**config.mk**
```make
export PLATFORM = sky130hd
export DESIGN_NAME = regfile_wb_arbiter
export DESIGN_NICKNAME = d
export VERILOG_FILES = /design/src/rtl/regfile_wb_arbiter.sv
export SDC_FILE = /design/constraint.sdc
export NUM_CORES = 1
export LEC_CHECK = 0
export ABC_AREA = 0
export BUFFER_PORTS_ARGS = -buffer_cell sky130_fd_sc_hd__buf_2
export CAP_MARGIN = 5
export CORE_AREA = 5 5 78 80
export DETAILED_ROUTE_END_ITERATION = 8
export DIE_AREA = 0 0 83 85
export PLACE_DENSITY = 0.72
export SLEW_MARGIN = 20
export SYNTH_ARGS = -nofsm -noshare
export SYNTH_HDL_FRONTEND = slang
export SYNTH_SLANG_ARGS = --single-unit
```
**constraint.sdc**
```tcl
create_clock -name clk -period 3.28 [get_ports clk]
set_clock_uncertainty 0.15 [all_clocks]
set_input_delay 0.164 -clock clk [delete_from_list [all_inputs] [get_ports clk]]
set_output_delay 0.164 -clock clk [all_outputs]
set_load 0.02 [all_outputs]
```
**src/rtl/regfile_wb_arbiter.sv**
```systemverilog
// Round-robin arbiter sharing the register-file write port among NUM_REQ writeback requesters.
// Optional macro REGFILE_WB_BYPASS_EN adds a combinational read bypass of the in-flight write.
module regfile_wb_arbiter #(
    parameter int unsigned NUM_REQ = 2,
    parameter int unsigned DATA_W  = 32,
    parameter int unsigned ADDR_W  = 5,
    localparam int unsigned ID_W   = (NUM_REQ > 1) ? $clog2(NUM_REQ) : 1
) (
    input  logic                       clk,
    input  logic                       rst_n,
    input  logic                       stall,
    input  logic [NUM_REQ-1:0]         req_valid,
    input  logic [NUM_REQ*ADDR_W-1:0]  req_addr,
    input  logic [NUM_REQ*DATA_W-1:0]  req_data,
    output logic [NUM_REQ-1:0]         req_ready,
    output logic [ADDR_W-1:0]          wb_addr,
    output logic [DATA_W-1:0]          wb_data,
    output logic                       wb_enable,
    output logic [ID_W-1:0]            grant_id
`ifdef REGFILE_WB_BYPASS_EN
    ,
    input  logic [ADDR_W-1:0]          rd_addr_a,
    input  logic [ADDR_W-1:0]          rd_addr_b,
    input  logic [DATA_W-1:0]          rf_data_a,
    input  logic [DATA_W-1:0]          rf_data_b,
    output logic [DATA_W-1:0]          byp_data_a,
    output logic [DATA_W-1:0]          byp_data_b
`endif
);

    logic [ADDR_W-1:0] addr_arr [NUM_REQ];
    logic [DATA_W-1:0] data_arr [NUM_REQ];
    logic [ID_W-1:0]   rr_ptr;
    logic [ID_W-1:0]   win_c;
    logic [ID_W-1:0]   nxt_ptr_c;
    logic              found_c;
    logic              hs_c;
    int unsigned       idx_c;

    for (genvar g = 0; g < NUM_REQ; g++) begin : g_unpack
        assign addr_arr[g] = req_addr[g*ADDR_W +: ADDR_W];
        assign data_arr[g] = req_data[g*DATA_W +: DATA_W];
    end

    // First valid requester at or after rr_ptr, wrapping to 0.
    always_comb begin
        found_c = 1'b0;
        win_c   = '0;
        idx_c   = 0;
        for (int unsigned k = 0; k < NUM_REQ; k++) begin
            idx_c = (32'(rr_ptr) + k) % NUM_REQ;
            if (!found_c && req_valid[ID_W'(idx_c)]) begin
                found_c = 1'b1;
                win_c   = ID_W'(idx_c);
            end
        end
    end

    assign hs_c      = found_c & ~stall & rst_n;
    assign req_ready = hs_c ? (NUM_REQ'(1) << win_c) : '0;
    assign nxt_ptr_c = (win_c == ID_W'(NUM_REQ - 1)) ? '0 : ID_W'(win_c + 1'b1);

    // Writes to r0 complete the handshake but never enable the register file.
    always_ff @(posedge clk or negedge rst_n) begin
        if (!rst_n) begin
            wb_addr   <= '0;
            wb_data   <= '0;
            wb_enable <= 1'b0;
            grant_id  <= '0;
            rr_ptr    <= '0;
        end else if (hs_c) begin
            wb_addr   <= addr_arr[win_c];
            wb_data   <= data_arr[win_c];
            wb_enable <= (addr_arr[win_c] != '0);
            grant_id  <= win_c;
            rr_ptr    <= nxt_ptr_c;
        end else begin
            wb_enable <= 1'b0;
        end
    end

`ifdef REGFILE_WB_BYPASS_EN
    // wb_enable already excludes r0, so a match implies a nonzero read address.
    assign byp_data_a = (wb_enable && (wb_addr == rd_addr_a)) ? wb_data : rf_data_a;
    assign byp_data_b = (wb_enable && (wb_addr == rd_addr_b)) ? wb_data : rf_data_b;
`endif

endmodule
```
Word-level counts from Yosys, hierarchy flattened --
Index checks and enable logic that the tools add are counted.
Word-level totals: bits in registers 40, input bits 79, output and inout bits 41, word-level logic and storage cells 35
Operators by class: add/sub/neg operators 2, order comparisons 3, shift-type cells 1, muxes and demuxes 17, bitwise operators 4, reduce and logical (&&, ||, !) cells 3
Operator list (count):
- 32-bit 2-to-1 mux | 3
- 5-bit 2-to-1 mux | 3
- 1-bit 2-to-1 mux | 10
- 5-bit nonzero test | 1
- 1-bit by 2-bit less-than comparator with 1-bit output, second input constant | 2
- 1-bit adder, second input constant | 2
- 1-bit bitwise AND | 2
- 2-bit >= comparator, second input constant | 1
- 2-bit 2-to-1 mux | 1
- 1-bit NOT with 2-bit output | 1
- 1-bit by 1-bit << shifter with 2-bit output, first input constant | 1
- 1-bit logical AND | 1
- 1-bit logical NOT | 1
- 1-bit NOT | 1

Longest topological paths before layout --
depth after elaboration 12, depth in mapped cells 4, gate-level depth less buffers 3

Least setup slack after synthesis --
No wires, ideal clock.
path type reg2reg, start register rr_ptr, end register wb_addr[0], library setup time 121 ps, arrival 1153 ps, slack 1856 ps, stages on the path, launching flop included 5, period minus slack after synthesis 1424 ps, path through dfrtp_1 > nand2b_2 > buf_6 > a311o_1 > o22a_1
On the way: word-level cells in the longest chain between the ends 10
Ends and longest elaborated chain:
- start: declaration | RTL line 33 | logic [ID_W-1:0] rr_ptr;
- start signal: assignment | RTL line 76 | rr_ptr <= nxt_ptr_c;
- 1-bit 2-to-1 mux (not written as such) (2 in a row) | RTL line 52 | if (!found_c && req_valid[ID_W'(idx_c)]) begin
- 1-bit 2-to-1 mux | RTL line 52
- 1-bit logical NOT | RTL line 52
- 1-bit logical AND | RTL line 52
- 1-bit 2-to-1 mux | RTL line 52
- 1-bit NOT with 2-bit output (not written as such) | RTL line 72 | wb_addr <= addr_arr[win_c];
- 5-bit 2-to-1 mux (not written as such) (3 in a row) | RTL line 72
- end signal: assignment | RTL line 72
- end: declaration | RTL line 16 | output logic [ADDR_W-1:0] wb_addr,
Several ways; a longest one is shown, not always the timed one. The select of a mux whose other input is x is not followed. A chain may end at the register's enable or synchronous reset.

Worst setup path in the final report --
start input rst_n, end output req_ready[0]
On the way: word-level cells in the longest chain between the ends 2
Ends and longest elaborated chain:
- start: declaration | RTL line 10 | input logic rst_n,
- 1-bit bitwise AND | RTL line 59 | assign hs_c = found_c & ~stall & rst_n;
- 2-bit 2-to-1 mux | RTL line 60 | assign req_ready = hs_c ? (NUM_REQ'(1) << win_c) : '0;
- end: declaration | RTL line 15 | output logic [NUM_REQ-1:0] req_ready,
Every way passes these cells.

==> results.md <==
* Status: completed
* Root buffer cell: clkbuf_8
* Internal power at 933 uW
* RSZ-0062 raised after global routing: false
* GRT Max-Usage Layer: met2
* Clock net sink count at 40
* Via count at 2071
* Largest net degree at the start of global routing at 42
* Clock share of power at 0.236
* Startpoint types: primary input
* Synthesis-to-layout area growth at 45.5%
* Starting density of the core at 0.378
* I/O pin count at 120
* Flop pwr share at 0.445
* Post-synth EDFFs at 0
* Async set-reset flop share out of synthesis at 1.00
* Buffers on Ports at 119
* Post-DP HPWL at 3980 um
* Critical Path Most Common Cell: buf_2
* PostCTS Resize Cnt at 0
* Iteration-0 DRC Markers at 137
* Met1 GRT Util at 0.218
* GRT Total Usage at 0.174
* Vias per inst at 4.87
* Worst-path clk slew at 0.07 ns
* Die outline width at 83 um
* Layout cells sized above 1 at 0.385
* GP Congestion at 0.792
* Peak VDD IR at 0.224 mV
* Final hold violation count at 0
* Vias in the first global route at 2112
* Max frequency at 438 MHz
* Worst slew margin at 0.523
* CP endpoint kind: output pin
* Post-DRT Antenna Nets at 0
* Synth Register Bits at 40
* Cell Pwr Density at 478 nW/um2
* Congestion Overflow GR at 0
* Worst-path cell chain: dlygate4sd3_1 > buf_2 > and2b_1 > nand3_2 > inv_1 > buf_2
* Fin crit period at 2.28 ns
* Average size of a mapped cell at 9.26 um2
* Final period util at 0.696
* Switching share of power at 0.335
* CTS tree: built
* Crit Path Category: in2out
* Sum Neg Setup Slack at 0 ns
* Count leader, synth: inv_1
* Yosys top cell area share at 0.496
* P_leak at 0.00166 uW
* Met2 Resource Use GR at 0.285
* Worst Tran Pin Value at 0.714 ns
* Commonest cells in the netlist: inv_1, dfrtp_1, o21ai_0
* Die area at 7060 um2
* Max H-tree Level at 2
* DIE HEIGHT at 85 um
* Final setup fails at 0
* Syn Nets at 297
* Worst-path fanout max at 35
* Sw power at 470 uW
* Synth Cell Area at 2020 um2
* ANT cells at 0
* Synth area leader: dfrtp_1
* Worst hold-check path type: in2reg
* NumNets Final at 431
* First-pass GRT wire length at 10200 um
* Slowest cell on the critical path: nand3_2
* Sequential element share of the synthesized area at 0.496
* Slowest Stage Delay on Critical Path at 0.58 ns
* Largest cells by area after synthesis: dfrtp_1, o221ai_1, inv_1
* Worst EP required at 2.97 ns
* TritonCTS Buffers at 5
* Wirelength, routed at 5830 um
* Cells after DPL at 396
* Std-Cell Rows at 27
* Hold-fix buffer count after cts at 21
* Post-Syn Instances at 218
* Data arrival time of the worst path at 1.97 ns
* # DRC at 0
* Grt met3 use at 0.0631
* Finished Layout Cells at 425
* Initial antenna violation count at 0
* Cell variety after synth at 23
* Max_cap viols at 0
* Worst-Skew Late Latency at 0.28 ns
* Router iterations before antenna repair at 4
* Drt wl/cell at 13.7 um
* Core Area at 5340 um2
* Final Max Slew Viols at 0
* Ys Warns at 0
* CTS Buffer Depth at 2
* Top FF cell, synth: dfrtp_1
* Part of the power in combinational logic at 0.318
* Setup Fix Bufs, Post-CTS at 0
[kinds of logic after synthesis]
logic type	count (synthesis)	synth area share
and+or+nand+nor	14	0.0440
AOI/OAI and AO/OA	82	0.292
buffers and inverters	82	0.169
DFF	40	0.496
[final timing paths]
path                                        start                      end  slack, ns  cells past startpoint
max                                         rst_n             req_ready[0]        1.0                      6
min                                  req_data[55]  wb_data[23]$_DFFE_PN0P_       0.01                      3
max reg2reg                    rr_ptr$_DFFE_PN0P_  wb_data[14]$_DFFE_PN0P_       1.37                      3
min reg2reg                wb_addr[1]$_DFFE_PN0P_   wb_addr[1]$_DFFE_PN0P_       0.36                      1
max in group asynchronous                   rst_n   wb_data[2]$_DFFE_PN0P_       2.28                      3
min in group asynchronous                   rst_n  wb_data[30]$_DFFE_PN0P_       0.34                      3
[sequential cells by signal (all words and copies together), names as in the netlist]
signal	flops
grant_id	1
rr_ptr	1
wb_addr	5
wb_enable	1
wb_data	32
[power by group through the flow]
stage / logic [uW] / registers (uW) / clock network (uW)
6_report: 447 / 625 / 331
5_1_grt: 494 / 636 / 372
4_1_cts: 453 / 625 / 344
3_5_place_dp: 433 / 634 / 0
3_3_place_gp: 426 / 633 / 0
2_1_floorplan: 141 / 745 / 0
[through the flow]
stage / area, um2 / worst slack (ns) / total power, uW / util / hold slack (ns)
2_1_floorplan: 2020 / 1.86 / 886 / - / -0.282
3_3_place_gp: 2640 / 1.37 / 1060 / 0.494 / 0.114
3_5_place_dp: 2640 / 1.34 / 1070 / 0.494 / 0.137
4_1_cts: 2940 / 0.965 / 1420 / 0.550 / 0.00129
5_1_grt: 2940 / 0.797 / 1500 / 0.550 / 0.00204
6_report: 2940 / 0.997 / 1400 / 0.550 / 0.0100
[routing by layer]
metal  vias to the layer above  share of wire
met1                       957           0.42
met2                        93           0.49
met5                         -              0
met4                         0          0.013
li1                       1015              -
met3                         6          0.084
[placed cells by master (no fill, tap or decap), types with 3 or more instances in the layout]
cell type,instances
nand2_1,3
o22a_1,4
dfrtp_1,40
buf_2,119
clkbuf_8,6
a21boi_0,4
a311o_1,4
o221ai_1,32
dlygate4sd3_1,21
buf_4,3
o21ai_0,34
inv_1,66
[worst max-delay path: cells and delay by family]
kind / cells / cell delay (ns)
and+or+nand+nor: 2 / 0.80
buffers and inverters: 4 / 1.00
[cell type report]
class	count	area, um2
Clock buffer	6	82.6
Clock inverter	2	10.0
Fill cell	500	2400
Inverter	66	248
Multi-Input combinational cell	96	678
Sequential cell	40	1000
Tap cell	72	90.1
Timing Repair Buffer	143	828
No activity file was read; power rests on OpenSTA's default activity.
